### config.mk
export PLATFORM = sky130hd
export DESIGN_NAME = cache_mem_arbiter
export DESIGN_NICKNAME = d
export VERILOG_FILES = /design/src/rtl/cache_mem_arbiter.sv
export SDC_FILE = /design/constraint.sdc
export NUM_CORES = 1
export LEC_CHECK = 0
export CAP_MARGIN = 20
export CORE_AREA = 10 10 206 208
export CTS_BUF_LIST = sky130_fd_sc_hd__clkbuf_4 sky130_fd_sc_hd__clkbuf_8 sky130_fd_sc_hd__clkbuf_16
export CTS_CLUSTER_DIAMETER = 200
export CTS_CLUSTER_SIZE = 12
export DETAILED_ROUTE_END_ITERATION = 10
export DIE_AREA = 0 0 216 218
export GPL_TIMING_DRIVEN = 0
export SETUP_SLACK_MARGIN = 0.1
export SYNTH_ARGS = -nofsm -noshare
export SYNTH_HDL_FRONTEND = slang
export SYNTH_SLANG_ARGS = --single-unit
### constraint.sdc
create_clock -name clk -period 5 [get_ports clk]
set_clock_uncertainty 0.05 [all_clocks]
set_input_delay 1 -clock clk [delete_from_list [all_inputs] [get_ports clk]]
set_output_delay 1 -clock clk [all_outputs]
set_load 0.01 [all_outputs]
### src/rtl/cache_mem_arbiter.sv
// cache_mem_arbiter: round-robin arbiter sharing one memory bus between the
// instruction (i) and data (d) caches. Requests are whole-line fills or
// write-backs. An address beat is followed, for write-backs, by
// 1<<LOGLINEWORDS data beats. Fill responses are routed back by tag bit 11.
//
// Ports:
//   clk, reset               clock, async active-high reset
//   {i,d}_req_valid/addr/write, {i,d}_wdata       requester inputs
//   {i,d}_req_ready, {i,d}_wdata_ready            accept pulses
//   {i,d}_resp_valid/data/last                    fill beats, no backpressure
//   bus_reqcyc/req/reqtag, bus_reqack             bus request side
//   bus_respcyc/resp/resptag, bus_respack         bus response side
//   tag_err                  sticky: response arrived with no fill pending

// Per-source fill tracker: pending flag plus response beat counter.
module cache_mem_arbiter_lane #(
  parameter int LOGLINEWORDS = 3
) (
  input  logic clk,
  input  logic reset,
  input  logic beat,     // response beat addressed to this source
  input  logic set,      // fill address beat accepted for this source
  output logic pending,
  output logic valid,
  output logic last,
  output logic stray
);
  logic [LOGLINEWORDS-1:0] cnt;

  assign valid = beat & pending;
  assign last  = valid & (cnt == '1);
  assign stray = beat & ~pending;

  always_ff @(posedge clk or posedge reset) begin
    if (reset) begin
      pending <= 1'b0;
      cnt     <= '0;
    end else begin
      if (valid) cnt <= cnt + 1'b1;  // wraps to 0 after the last beat
      if (last)  pending <= 1'b0;
      if (set)   pending <= 1'b1;
    end
  end
endmodule

module cache_mem_arbiter #(
  parameter int LOGLINEWORDS = 3,
  parameter int TAGWIDTH     = 13
) (
  input  logic                clk,
  input  logic                reset,
  input  logic                i_req_valid,
  input  logic [63:0]         i_req_addr,
  input  logic                i_req_write,
  input  logic [63:0]         i_wdata,
  output logic                i_req_ready,
  output logic                i_wdata_ready,
  output logic                i_resp_valid,
  output logic [63:0]         i_resp_data,
  output logic                i_resp_last,
  input  logic                d_req_valid,
  input  logic [63:0]         d_req_addr,
  input  logic                d_req_write,
  input  logic [63:0]         d_wdata,
  output logic                d_req_ready,
  output logic                d_wdata_ready,
  output logic                d_resp_valid,
  output logic [63:0]         d_resp_data,
  output logic                d_resp_last,
  output logic                bus_reqcyc,
  output logic [63:0]         bus_req,
  output logic [TAGWIDTH-1:0] bus_reqtag,
  input  logic                bus_reqack,
  input  logic                bus_respcyc,
  input  logic [63:0]         bus_resp,
  input  logic [TAGWIDTH-1:0] bus_resptag,
  output logic                bus_respack,
  output logic                tag_err
);
  localparam int OFF     = LOGLINEWORDS + 3;  // byte offset bits within a line
  localparam int WR_BIT  = 12;
  localparam int SRC_BIT = 11;

  typedef enum logic [1:0] {IDLE, ADDR, WDATA} state_t;
  state_t state, nxt;

  // Source index: 0 = data, 1 = instruction (matches tag bit 11).
  logic                    src, wr, ptr;
  logic [63:OFF]           line;
  logic [LOGLINEWORDS-1:0] wcnt;
  logic [1:0]              pend, rv, rl, stray, set_pend;
  logic                    elig_d, elig_i, gnt_go, gnt_src;
  logic                    ack_addr, ack_data;
  logic [TAGWIDTH-1:0]     req_tag;
  logic                    unused_ok;

  // ---- response path ----
  genvar k;
  for (k = 0; k < 2; k++) begin : g_lane
    logic hit;
    assign hit = (k == 1) ? bus_resptag[SRC_BIT] : ~bus_resptag[SRC_BIT];
    cache_mem_arbiter_lane #(.LOGLINEWORDS(LOGLINEWORDS)) u_lane (
      .clk     (clk),
      .reset   (reset),
      .beat    (bus_respcyc & hit),
      .set     (set_pend[k]),
      .pending (pend[k]),
      .valid   (rv[k]),
      .last    (rl[k]),
      .stray   (stray[k])
    );
  end

  assign bus_respack  = bus_respcyc;
  assign d_resp_valid = rv[0];
  assign d_resp_last  = rl[0];
  assign d_resp_data  = rv[0] ? bus_resp : '0;
  assign i_resp_valid = rv[1];
  assign i_resp_last  = rl[1];
  assign i_resp_data  = rv[1] ? bus_resp : '0;

  always_ff @(posedge clk or posedge reset) begin
    if (reset)          tag_err <= 1'b0;
    else if (|stray)    tag_err <= 1'b1;
  end

  // ---- arbitration ----
  // A fill whose previous line finishes this cycle is already eligible:
  // the clear (rl) is folded in before the pending check.
  assign elig_d  = d_req_valid & (d_req_write | ~(pend[0] & ~rl[0]));
  assign elig_i  = i_req_valid & (i_req_write | ~(pend[1] & ~rl[1]));
  assign gnt_go  = elig_d | elig_i;
  assign gnt_src = (elig_d & elig_i) ? ptr : elig_i;

  assign set_pend[0] = ack_addr & ~wr & ~src;
  assign set_pend[1] = ack_addr & ~wr &  src;

  assign d_req_ready   = ack_addr & ~src;
  assign i_req_ready   = ack_addr &  src;
  assign d_wdata_ready = ack_data & ~src;
  assign i_wdata_ready = ack_data &  src;

  always_comb begin
    req_tag          = '0;
    req_tag[WR_BIT]  = wr;
    req_tag[SRC_BIT] = src;
  end

  // ---- request FSM ----
  always_ff @(posedge clk or posedge reset) begin
    if (reset) state <= IDLE;
    else       state <= nxt;
  end

  always_comb begin
    nxt        = state;
    bus_reqcyc = 1'b0;
    bus_req    = '0;
    bus_reqtag = '0;
    ack_addr   = 1'b0;
    ack_data   = 1'b0;
    case (state)
      IDLE: if (gnt_go) nxt = ADDR;
      ADDR: begin
        bus_reqcyc = 1'b1;
        bus_req    = {line, {OFF{1'b0}}};
        bus_reqtag = req_tag;
        if (bus_reqack) begin
          ack_addr = 1'b1;
          nxt      = wr ? WDATA : IDLE;
        end
      end
      WDATA: begin
        bus_reqcyc = 1'b1;
        bus_req    = src ? i_wdata : d_wdata;
        bus_reqtag = req_tag;
        if (bus_reqack) begin
          ack_data = 1'b1;
          if (wcnt == '1) nxt = IDLE;
        end
      end
      default: nxt = IDLE;
    endcase
  end

  // Grant latch and write beat counter.
  always_ff @(posedge clk or posedge reset) begin
    if (reset) begin
      src  <= 1'b0;
      wr   <= 1'b0;
      ptr  <= 1'b0;
      line <= '0;
      wcnt <= '0;
    end else if (state == IDLE && gnt_go) begin
      src  <= gnt_src;
      wr   <= gnt_src ? i_req_write : d_req_write;
      line <= gnt_src ? i_req_addr[63:OFF] : d_req_addr[63:OFF];
      ptr  <= ~gnt_src;
      wcnt <= '0;
    end else if (ack_data) begin
      wcnt <= wcnt + 1'b1;
    end
  end

  assign unused_ok = ^{i_req_addr[OFF-1:0], d_req_addr[OFF-1:0], bus_resptag};
endmodule
======== After elaboration in Yosys (flattened, before gate mapping) ========
Cells that the tools add are included.
word-level totals
  input port bits ......................... 341
  logic and storage cells ................. 88
  register bits ........................... 75
  output and inout port bits .............. 216
operators by class
  eq/ne operators ......................... 9
  multiplexer cells ....................... 24
  reduce and logical (&&, ||, !) cells .... 8
  $add $sub $neg .......................... 3
  bitwise logic cells ..................... 33
operators with widths
  kind                                           number
  2-to-1 mux 64 bit                              3
  one-hot mux 64 bit (2 select lines)            1
  2-to-1 mux 58 bit                              1
  AND 1 bit                                      20
  2-to-1 mux 13 bit                              1
  2-to-1 mux 1 bit                               10
  2-to-1 mux 2 bit                               5
  inverter 1 bit                                 10
  adder 3 x 1 -> 3 bit, second input constant    3
  == test 3 bit, second input constant           3
  inequality test 2 bit, second input constant   4
  2-to-1 mux 3 bit                               2
  one-hot mux 2 bit (3 select lines)             1
  nonzero test 2 bit                             3
  AND reduction 4 bit                            1
  OR reduction 2 bit                             2
  bitwise OR 1 bit                               3
  == test 2 x 1 -> 1 bit, second input constant  1
  == test 2 bit, second input constant           1
  zero test 2 bit                                1
  logical AND 1 bit                              1

======== Longest topological paths before layout ========
Gate-level depths: netlist of run 1.
  depth after elaboration ................. 12
  depth in mapped cells ................... 8
  mapped depth without buffers ............ 6

======== Modules after synthesis ========
From an unflattened synthesis of run 1, not the netlist that was laid out.
second synthesis, totals
  cells, all modules ...................... 780
  area total of the unflattened synthesis .. 6,213.5 um2
by module, submodules not included
  module                  cells an instance  instances  area an instance (um2)  seq. area each (um2)
  cache_mem_arbiter       748                1          5,800.6                 1,676.6
  cache_mem_arbiter_lane  16                 2          206.4                   100.1

======== Worst setup path before layout of run 1 ========
Ideal clock, no wire load.
  kind .................................... input -> output
  from .................................... input port bus_resptag[11]
  to ...................................... output port d_resp_data[55]
  stages on the path ...................... 4
  arrival time ............................ 2.000 ns
  setup slack ............................. 1.950 ns
  buffers on the path ..................... 2
  data required time ...................... 3.950 ns
  cell sequence ........................... nor3b_1 > buf_2 > buf_2 > and2_1
on the way
  word-level cells in the longest chain between the ends .. 4
ends and longest elaborated chain
  element            line  RTL
  start, declared    76    input logic [TAGWIDTH-1:0] bus_resptag,
  inverter 1 bit     --
  AND 1 bit          105   .beat (bus_respcyc & hit),
  AND 1 bit          30    assign valid = beat & pending;
  net d_resp_valid   67    output logic d_resp_valid,
  2-to-1 mux 64 bit  117   assign d_resp_data = rv[0] ? bus_resp : '0;
  end, declared      68    output logic [63:0] d_resp_data,
The timed path passes the listed nets, and every way through them passes these cells.

======== Worst setup path after layout of run 1 ========
  from .................................... input port bus_respcyc
  to ...................................... output port i_resp_data[61]
on the way
  word-level cells in the longest chain between the ends .. 3
ends and longest elaborated chain
  element            line  RTL
  start, declared    74    input logic bus_respcyc,
  AND 1 bit          105
  AND 1 bit          30
  2-to-1 mux 64 bit  120   assign i_resp_data = rv[1] ? bus_resp : '0;
  end, declared      59    output logic [63:0] i_resp_data,
Every way passes these cells.

==> results of run 1 <==
cell families after synthesis:
logic type / count (synthesis) / share of synthesized area, %
AOI/OAI and AO/OA: 135 / 18.4
xor gates and xnor gates: 3 / 0.404
adders and majority gates: 9 / 1.73
buffers and inverters: 97 / 10.1
DFF: 75 / 28.9
muxes: 70 / 12.0
other: 1 / 0.0577
and+or+nand+nor: 335 / 28.5
area by class of cell:
cell class | count | area [sq um] | share of cell area (%)
Timing Repair Buffer | 521 | 5230 | 40.9
Sequential cell | 75 | 1880 | 14.7
Multi-Input combinational cell | 563 | 4010 | 31.4
Clock buffer | 9 | 225 | 1.76
Clock inverter | 6 | 138 | 1.08
Inverter | 9 | 36.3 | 0.284
Buffer | 88 | 622 | 4.86
Antenna cell | 2 | 5.00 | 0.0391
Tap cell | 518 | 648 | 5.06
report_power, final:
part / total (mW) / switching (mW) / internal, mW
Sequential: 1.13 / 0.230 / 0.896
Clock: 0.825 / 0.286 / 0.539
Combinational: 3.78 / 1.93 / 1.85
per-layer routing:
layer  vias up  part of all wire, %  GRT usage (%)  wire length [um]
met3        74                  9.6           7.84              4590
met5         -                 0.31              0               146
li1       3644                    -              -                 -
met2       421                   52           36.4             25000
met1      3699                   35           19.0             16700
met4        22                  2.9           5.57              1360
synthesized netlist by cell type, drive strengths merged:
master       number  area, sq um
o21a              1         7.51
nor3             59          295
nor3b             1         7.51
mux2             62          698
buf              34          264
and3              3         25.0
o32ai             1         8.76
conb              1         3.75
o21ai             1         16.3
a21o              5         48.8
o22ai             1         6.26
dfrtp            75         1880
a22o              1         8.76
a221o            59          591
clkbuf           53          349
nand2b            1         6.26
nor2             10         37.5
dlygate4sd1       1         8.76
nand3             4         20.0
nand2            65          244
and2b             1         8.76
a22oi            58          435
nor2b            58          363
a211oi            2         40.0
a31oi             1         6.26
xor2              3         26.3
mux2i             8         80.1
o22a              1         8.76
ha                9          113
inv               9         33.8
nand3b            1         20.0
and2            132          826
a21oi             4         20.0
final timing paths:
kind	start	end	slack, ns	depth (start not counted)
max	bus_respcyc	i_resp_data[61]	0.36	7
min	tag_err	tag_err	0.42	1
max reg2reg	g_lane[1].u_lane.cnt[0]	line[15]	2.49	7
min reg2reg	tag_err	tag_err	0.42	1
max in group asynchronous	reset	line[28]	3.28	3
min in group asynchronous	reset	line[39]	1.01	2
registers in the layout, indices dropped and copies added, names as in the netlist:
| signal | count |
|---|---|
| state | 2 |
| wcnt | 3 |
| g_lane.u_lane.cnt | 6 |
| wr | 1 |
| g_lane.u_lane.pending | 2 |
| src | 1 |
| line | 58 |
| tag_err | 1 |
| ptr | 1 |
cells in the final DEF (no fill, tap or decap), types with 4 or more instances in the layout:
| master | instances |
|---|---|
| sky130_fd_sc_hd__clkdlybuf4s50_1 | 520 |
| sky130_fd_sc_hd__and2_1 | 132 |
| sky130_fd_sc_hd__dfrtp_1 | 75 |
| sky130_fd_sc_hd__nand2_1 | 65 |
| sky130_fd_sc_hd__mux2_2 | 62 |
| sky130_fd_sc_hd__nor3_1 | 59 |
| sky130_fd_sc_hd__a221o_1 | 59 |
| sky130_fd_sc_hd__a22oi_1 | 58 |
| sky130_fd_sc_hd__nor2b_1 | 58 |
| sky130_fd_sc_hd__clkbuf_1 | 38 |
| sky130_fd_sc_hd__clkbuf_8 | 15 |
| sky130_fd_sc_hd__buf_4 | 12 |
| sky130_fd_sc_hd__conb_1 | 11 |
| sky130_fd_sc_hd__nor2_1 | 10 |
| sky130_fd_sc_hd__ha_1 | 9 |
| sky130_fd_sc_hd__clkbuf_16 | 9 |
| sky130_fd_sc_hd__inv_1 | 8 |
| sky130_fd_sc_hd__mux2i_1 | 8 |
| sky130_fd_sc_hd__buf_2 | 7 |
| sky130_fd_sc_hd__buf_1 | 7 |
| sky130_fd_sc_hd__buf_8 | 6 |
| sky130_fd_sc_hd__nand3_1 | 4 |
| sky130_fd_sc_hd__a21oi_1 | 4 |
| sky130_fd_sc_hd__bufinv_16 | 4 |
what timing repair did:
item                                    4_1_cts  5_1_grt
endpoints found under the setup margin        0        8
hold endpoints to repair                      0        0
resized for setup                             0        1
stage by stage:
step / std cells / setup WS (ns) / area, sq um / hold slack, ns
2_1_floorplan: 735 / 1.95 / 6540 / 0.398
3_3_place_gp: 1773 / 0.0195 / 12400 / 0.400
3_5_place_dp: 1774 / 0.128 / 12400 / 0.405
4_1_cts: 1789 / 0.133 / 12800 / 0.430
5_1_grt: 1790 / 0.143 / 12800 / 0.450
6_report: 1791 / 0.360 / 12800 / 0.422
critical path, delay by kind of cell:
kind	cells	cell delay [ns]
and+or+nand+nor	2	0.37
buffers and inverters	5	2.21
==> metrics.log, run 1 <==
[metrics] Initial DRC Count: 351
[metrics] Post-DP HPWL: 41000 um
[metrics] Total Routed Length: 47800 um
[metrics] clock latency reported for the late side of the worst-skew pair: 0.34 ns
[metrics] largest net degree at the start of global routing: 41
[metrics] area added between synthesis and finish: 96.8%
[metrics] global route overflow: 0
[metrics] share of cells above drive strength 1: 10.5%
[metrics] routed wire length per instance: 26.7 um
[metrics] Pwr Total: 5.73 mW
[metrics] buffers inserted during post-CTS setup optimization: 0
[metrics] worst setup path class: in2out
[metrics] crit share post-route: 92.8%
[metrics] Cell Pwr Density: 448 nW/um^2
[metrics] Max transition margin: between 20% and 30%
[metrics] post-synthesis cell type count: 42
[metrics] Lkg Pwr: around 4.9 nW
[metrics] number of inserted filler cells in the final layout: 4010
[metrics] initial antenna violation count: 20
[metrics] gr usage total: 19.3%
[metrics] DRC: 0
[metrics] count of yosys warnings during synthesis: 0
[metrics] post-layout net count: 1617
[metrics] clock root buffer master: sky130_fd_sc_hd__clkbuf_16
[metrics] clock tree from TritonCTS: yes
[metrics] largest fanout on the critical path: 10
[metrics] cells after synthesis: ~730
[metrics] H-tree lvl count: 3
[metrics] overall die area: 47100 sq um
[metrics] CP endpoint kind: output port
[metrics] Hold Fails Final Rpt: 0
[metrics] Chip Height: 218 um
[metrics] unrepaired setup endpoints after global routing: false
[metrics] largest voltage drop on the vdd net: 0.000213 V
[metrics] clock-pin transition on the worst setup and hold timing paths: 0.06 ns
[metrics] die extent in x: between 200 and 250 um
[metrics] routed vias: 7860
[metrics] flip-flop and latch count after synthesis: 75
[metrics] maximum operating frequency: 216 MHz
[metrics] number of clock buffers inserted by TritonCTS: 9
[metrics] sequential area share after synthesis: slightly below 30%
[metrics] worst-case clock buffer depth: 2
[metrics] Post-Synthesis Cell Area: 6500 sq um
[metrics] Hold-fix buffers, CTS: 0
[metrics] fin. max-slew vios: 0
[metrics] first-pass GRT wire length: about 66000 um
[metrics] maximum single-stage delay on the critical path: ~0.65 ns
[metrics] CP Data Arrival Time: 3.59 ns
[metrics] Port-buffer cells: between 500 and 600
[metrics] min-delay worst type: reg2reg
[metrics] via count of the first global-routing pass: 8553
[metrics] run status: completed
[metrics] Top Ports: 557
[metrics] starting density of the core: approximately 17%
[metrics] core utilization of the finished layout: between 30% and 40%
[metrics] 1st-pass router iterations: 5
[metrics] core region area: 38300 sq um
[metrics] final period demand of the worst path: 4.64 ns
[metrics] MaxCap Viol Count: 0
[metrics] syn avg cell area: 8.97 sq um
[metrics] remaining antenna violation count: 0
[metrics] Setup crit start kind: primary input
[metrics] Final Wtd Congestion: 0.849
[metrics] clock sinks: 75
[metrics] critical path's slowest cell: sky130_fd_sc_hd__clkdlybuf4s50_1
[metrics] total of endpoints with negative setup slack in the final report: 0
[metrics] worst-margin pin slew: between 1 and 1.5 ns
[metrics] required time of the critical path: 3.95 ns
[metrics] Setup TNS Final: 0 ns
[metrics] via density per instance: 4.39
[metrics] critical path cell sequence: clkdlybuf4s50_1 -> and3_2 -> clkbuf_1 -> clkbuf_1 -> buf_2 -> and2_1 -> clkdlybuf4s50_1
[metrics] row count: 72
No activity file was read; power rests on OpenSTA's default activity.
==> inputs of run 2 (changes only) <==
- CORE_AREA: 10 10 206 208 -> 2 2 216 218
- DIE_AREA: 0 0 216 218 -> 0 0 218 220
==> metrics.log, run 2 (same netlist as run 1, synthesis figures left out) <==
[metrics] total area of sequential cells: 1880 sq um (unchanged)
[metrics] Post-Place Worst Slack: 0.0221 ns (was 0.128 ns)
[metrics] die extent in x: 218 um (was 216 um)
[metrics] CP endpoint kind: output port (unchanged)
[metrics] largest voltage drop on the vdd net: 0.000169 V (was 0.000213 V)
[metrics] maximum operating frequency: 217 MHz (was 216 MHz)
[metrics] Post-DP HPWL: 38300 um (was 41000 um)
[metrics] Hold Fails Final Rpt: 0 (unchanged)
[metrics] 1st-pass router iterations: 5 (unchanged)
[metrics] worst setup path class: in2out (unchanged)
[metrics] via count of the first global-routing pass: 8066 (was 8553)
[metrics] Total Routed Length: 45300 um (was 47800 um)
[metrics] via density per instance: 4.21 (was 4.39)
[metrics] global route overflow: 0 (unchanged)
[metrics] total of endpoints with negative setup slack in the final report: 0 (unchanged)
[metrics] CP Data Arrival Time: 3.55 ns (was 3.59 ns)
[metrics] Chip Height: 220 um (was 218 um)
[metrics] Clk pwr share: 12.1% (was 14.4%)
[metrics] core region area: 45900 sq um (was 38300 sq um)
[metrics] Initial DRC Count: 442 (was 351)
[metrics] min-delay worst type: reg2reg (unchanged)
[metrics] number of flip-flops in the largest register: 58 (unchanged)
[metrics] area added between synthesis and finish: 97.4% (was 96.8%)
[metrics] unrepaired setup endpoints after global routing: false (unchanged)
[metrics] clock-pin transition on the worst setup and hold timing paths: 0.06 ns (about the same)
[metrics] largest register by flop count: line (unchanged)
[metrics] number of clock buffers inserted by TritonCTS: 9 (unchanged)
[metrics] Final Wtd Congestion: 0.840 (was 0.849)
[metrics] highest-count cells in the layout ignoring fill and taps: sky130_fd_sc_hd__clkdlybuf4s50_1 (520), sky130_fd_sc_hd__and2_1 (132), sky130_fd_sc_hd__dfrtp_1 (75) (unchanged)
[metrics] share of cells above drive strength 1: 10.4% (was 10.5%)
[metrics] MaxCap Viol Count: 0 (unchanged)
[metrics] number of inserted filler cells in the final layout: 4877 (was 4010)
[metrics] Pwr Total: 5.65 mW (was 5.73 mW)
[metrics] gr usage total: 18.0% (was 19.3%)
[metrics] post-layout net count: 1617 (unchanged)
[metrics] fraction of power consumed by sequential logic: 19.7% (was 19.6%)
[metrics] largest registers ranked by flip-flop count: line: 58 flops, g_lane.u_lane.cnt: 6 flops, wcnt: 3 flops (unchanged)
[metrics] worst hold slack: 0.412 ns (was 0.422 ns)
[metrics] switch share: 44.4% (was 42.8%)
[metrics] Top Ports: 557 (unchanged)
[metrics] row count: 79 (was 72)
[metrics] area of the multi-input gates: 4010 sq um (unchanged)
[metrics] worst-margin pin slew: 1.08 ns (was 1.09 ns)
[metrics] Max transition margin: 28.0% (was 27.2%)
[metrics] routed wire length per instance: 24.1 um (was 26.7 um)
[metrics] largest net degree at the start of global routing: 46 (was 41)
[metrics] Port-buffer cells: 520 (unchanged)
[metrics] clock tree from TritonCTS: yes (unchanged)
[metrics] worst-case clock buffer depth: 2 (unchanged)
[metrics] clock sinks: 75 (unchanged)
[metrics] combinational fraction of design power: 68.2% (was 66.0%)
[metrics] run status: completed (unchanged)
[metrics] Final WS setup: 0.397 ns (was 0.360 ns)
[metrics] first-pass GRT wire length: 60000 um (was 65700 um)
[metrics] leading cell type in the layout, fill and taps excluded: sky130_fd_sc_hd__clkdlybuf4s50_1 (unchanged)
[metrics] register-to-register setup slack: 2.25 ns (was 2.49 ns)
[metrics] final period demand of the worst path: 4.60 ns (was 4.64 ns)
[metrics] Setup crit start kind: primary input (unchanged)
[metrics] routed vias: 7917 (was 7860)
[metrics] remaining antenna violation count: 0 (unchanged)
[metrics] required time of the critical path: 3.95 ns (about the same)
[metrics] Lkg Pwr: 4.85 nW (was 4.88 nW)
[metrics] clock latency reported for the late side of the worst-skew pair: 0.35 ns (was 0.34 ns)
[metrics] post-layout instance area: 12800 sq um (about the same)
[metrics] Switching Power: 2.51 mW (was 2.45 mW)
[metrics] overall die area: 48000 sq um (was 47100 sq um)
[metrics] largest fanout on the critical path: 10 (unchanged)
[metrics] starting density of the core: 14.2% (was 17.0%)
[metrics] crit share post-route: 92.1% (was 92.8%)
[metrics] initial antenna violation count: 19 (was 20)
[metrics] DRC: 0 (unchanged)
[metrics] H-tree lvl count: 3 (unchanged)
[metrics] clock root buffer master: sky130_fd_sc_hd__clkbuf_16 (unchanged)
[metrics] internal power: 3.14 mW (was 3.28 mW)
[metrics] Setup TNS Final: 0 ns (unchanged)
[metrics] total cell area at the placement stage: 12500 sq um (was 12400 sq um)
[metrics] Cell Pwr Density: 440 nW/um^2 (was 448 nW/um^2)
[metrics] Hold-fix buffers, CTS: 0 (unchanged)
[metrics] fin. max-slew vios: 0 (unchanged)
[run 2: timing repair]
item,4_1_cts,5_1_grt
buffers inserted,0,0
gates resized for setup,1,0
endpoints found under the setup margin,8,0
[run 2: final cells by class]
type / count / share of cell area [%]
clock buffers: 10 / 1.86
flip-flops and latches: 75 / 14.6
repair buffers: 521 / 40.8
inverters: 9 / 0.283
multi-input cells: 563 / 31.3
clock inverters: 4 / 0.400
plain buffers: 88 / 4.84
well taps: 607 / 5.92
diodes: 2 / 0.0390
[run 2: path summary, 6_finish.rpt]
kind | start | end | cells after the start
worst max-delay path | bus_respcyc | i_resp_data[56] | 7
worst min-delay path | tag_err | tag_err | 1
worst max register to register | g_lane[1].u_lane.cnt[0] | line[7] | 7
worst min register to register | tag_err | tag_err | 1
max in group asynchronous | reset | line[33] | 3
min in group asynchronous | reset | line[41] | 2
[run 2: power by group through the flow]
| stage | logic (mW) | registers (mW) | clock network (mW) |
|---|---|---|---|
| floorplan | 2.10 | 1.02 | 0 |
| global placement | 3.87 | 1.11 | 0 |
| detailed placement | 3.90 | 1.12 | 0 |
| CTS | 3.91 | 1.11 | 0.716 |
| global route | 4.13 | 1.14 | 0.737 |
| finish | 3.85 | 1.11 | 0.686 |
[run 2: metal layers]
metal  wire length, um  vias to the layer above  part of all wire [%]  track usage [%]
li1                  -                     3647                     -                -
met3              3120                       67                   6.9             4.29
met1             16800                     3773                    37             18.9
met2             24100                      422                    53             35.1
met5                52                        -                  0.11                0
met4              1210                        8                   2.7             5.24
[run 2: through the flow]
step	instances	utilization, %
after detailed placement	1863	27.3
after floorplan	735	-
after global placement	1862	27.3
after CTS	1877	28.0
after global routing	1878	28.0
final	1879	28.0
[run 2: critical path, stage by stage]
cell and delay (ns):
sky130_fd_sc_hd__clkdlybuf4s50_1 0.67, sky130_fd_sc_hd__and3_2 0.23, sky130_fd_sc_hd__clkbuf_1 0.35, sky130_fd_sc_hd__clkbuf_1 0.35, sky130_fd_sc_hd__buf_2 0.26, sky130_fd_sc_hd__and2_1 0.15
sky130_fd_sc_hd__clkdlybuf4s50_1 0.53
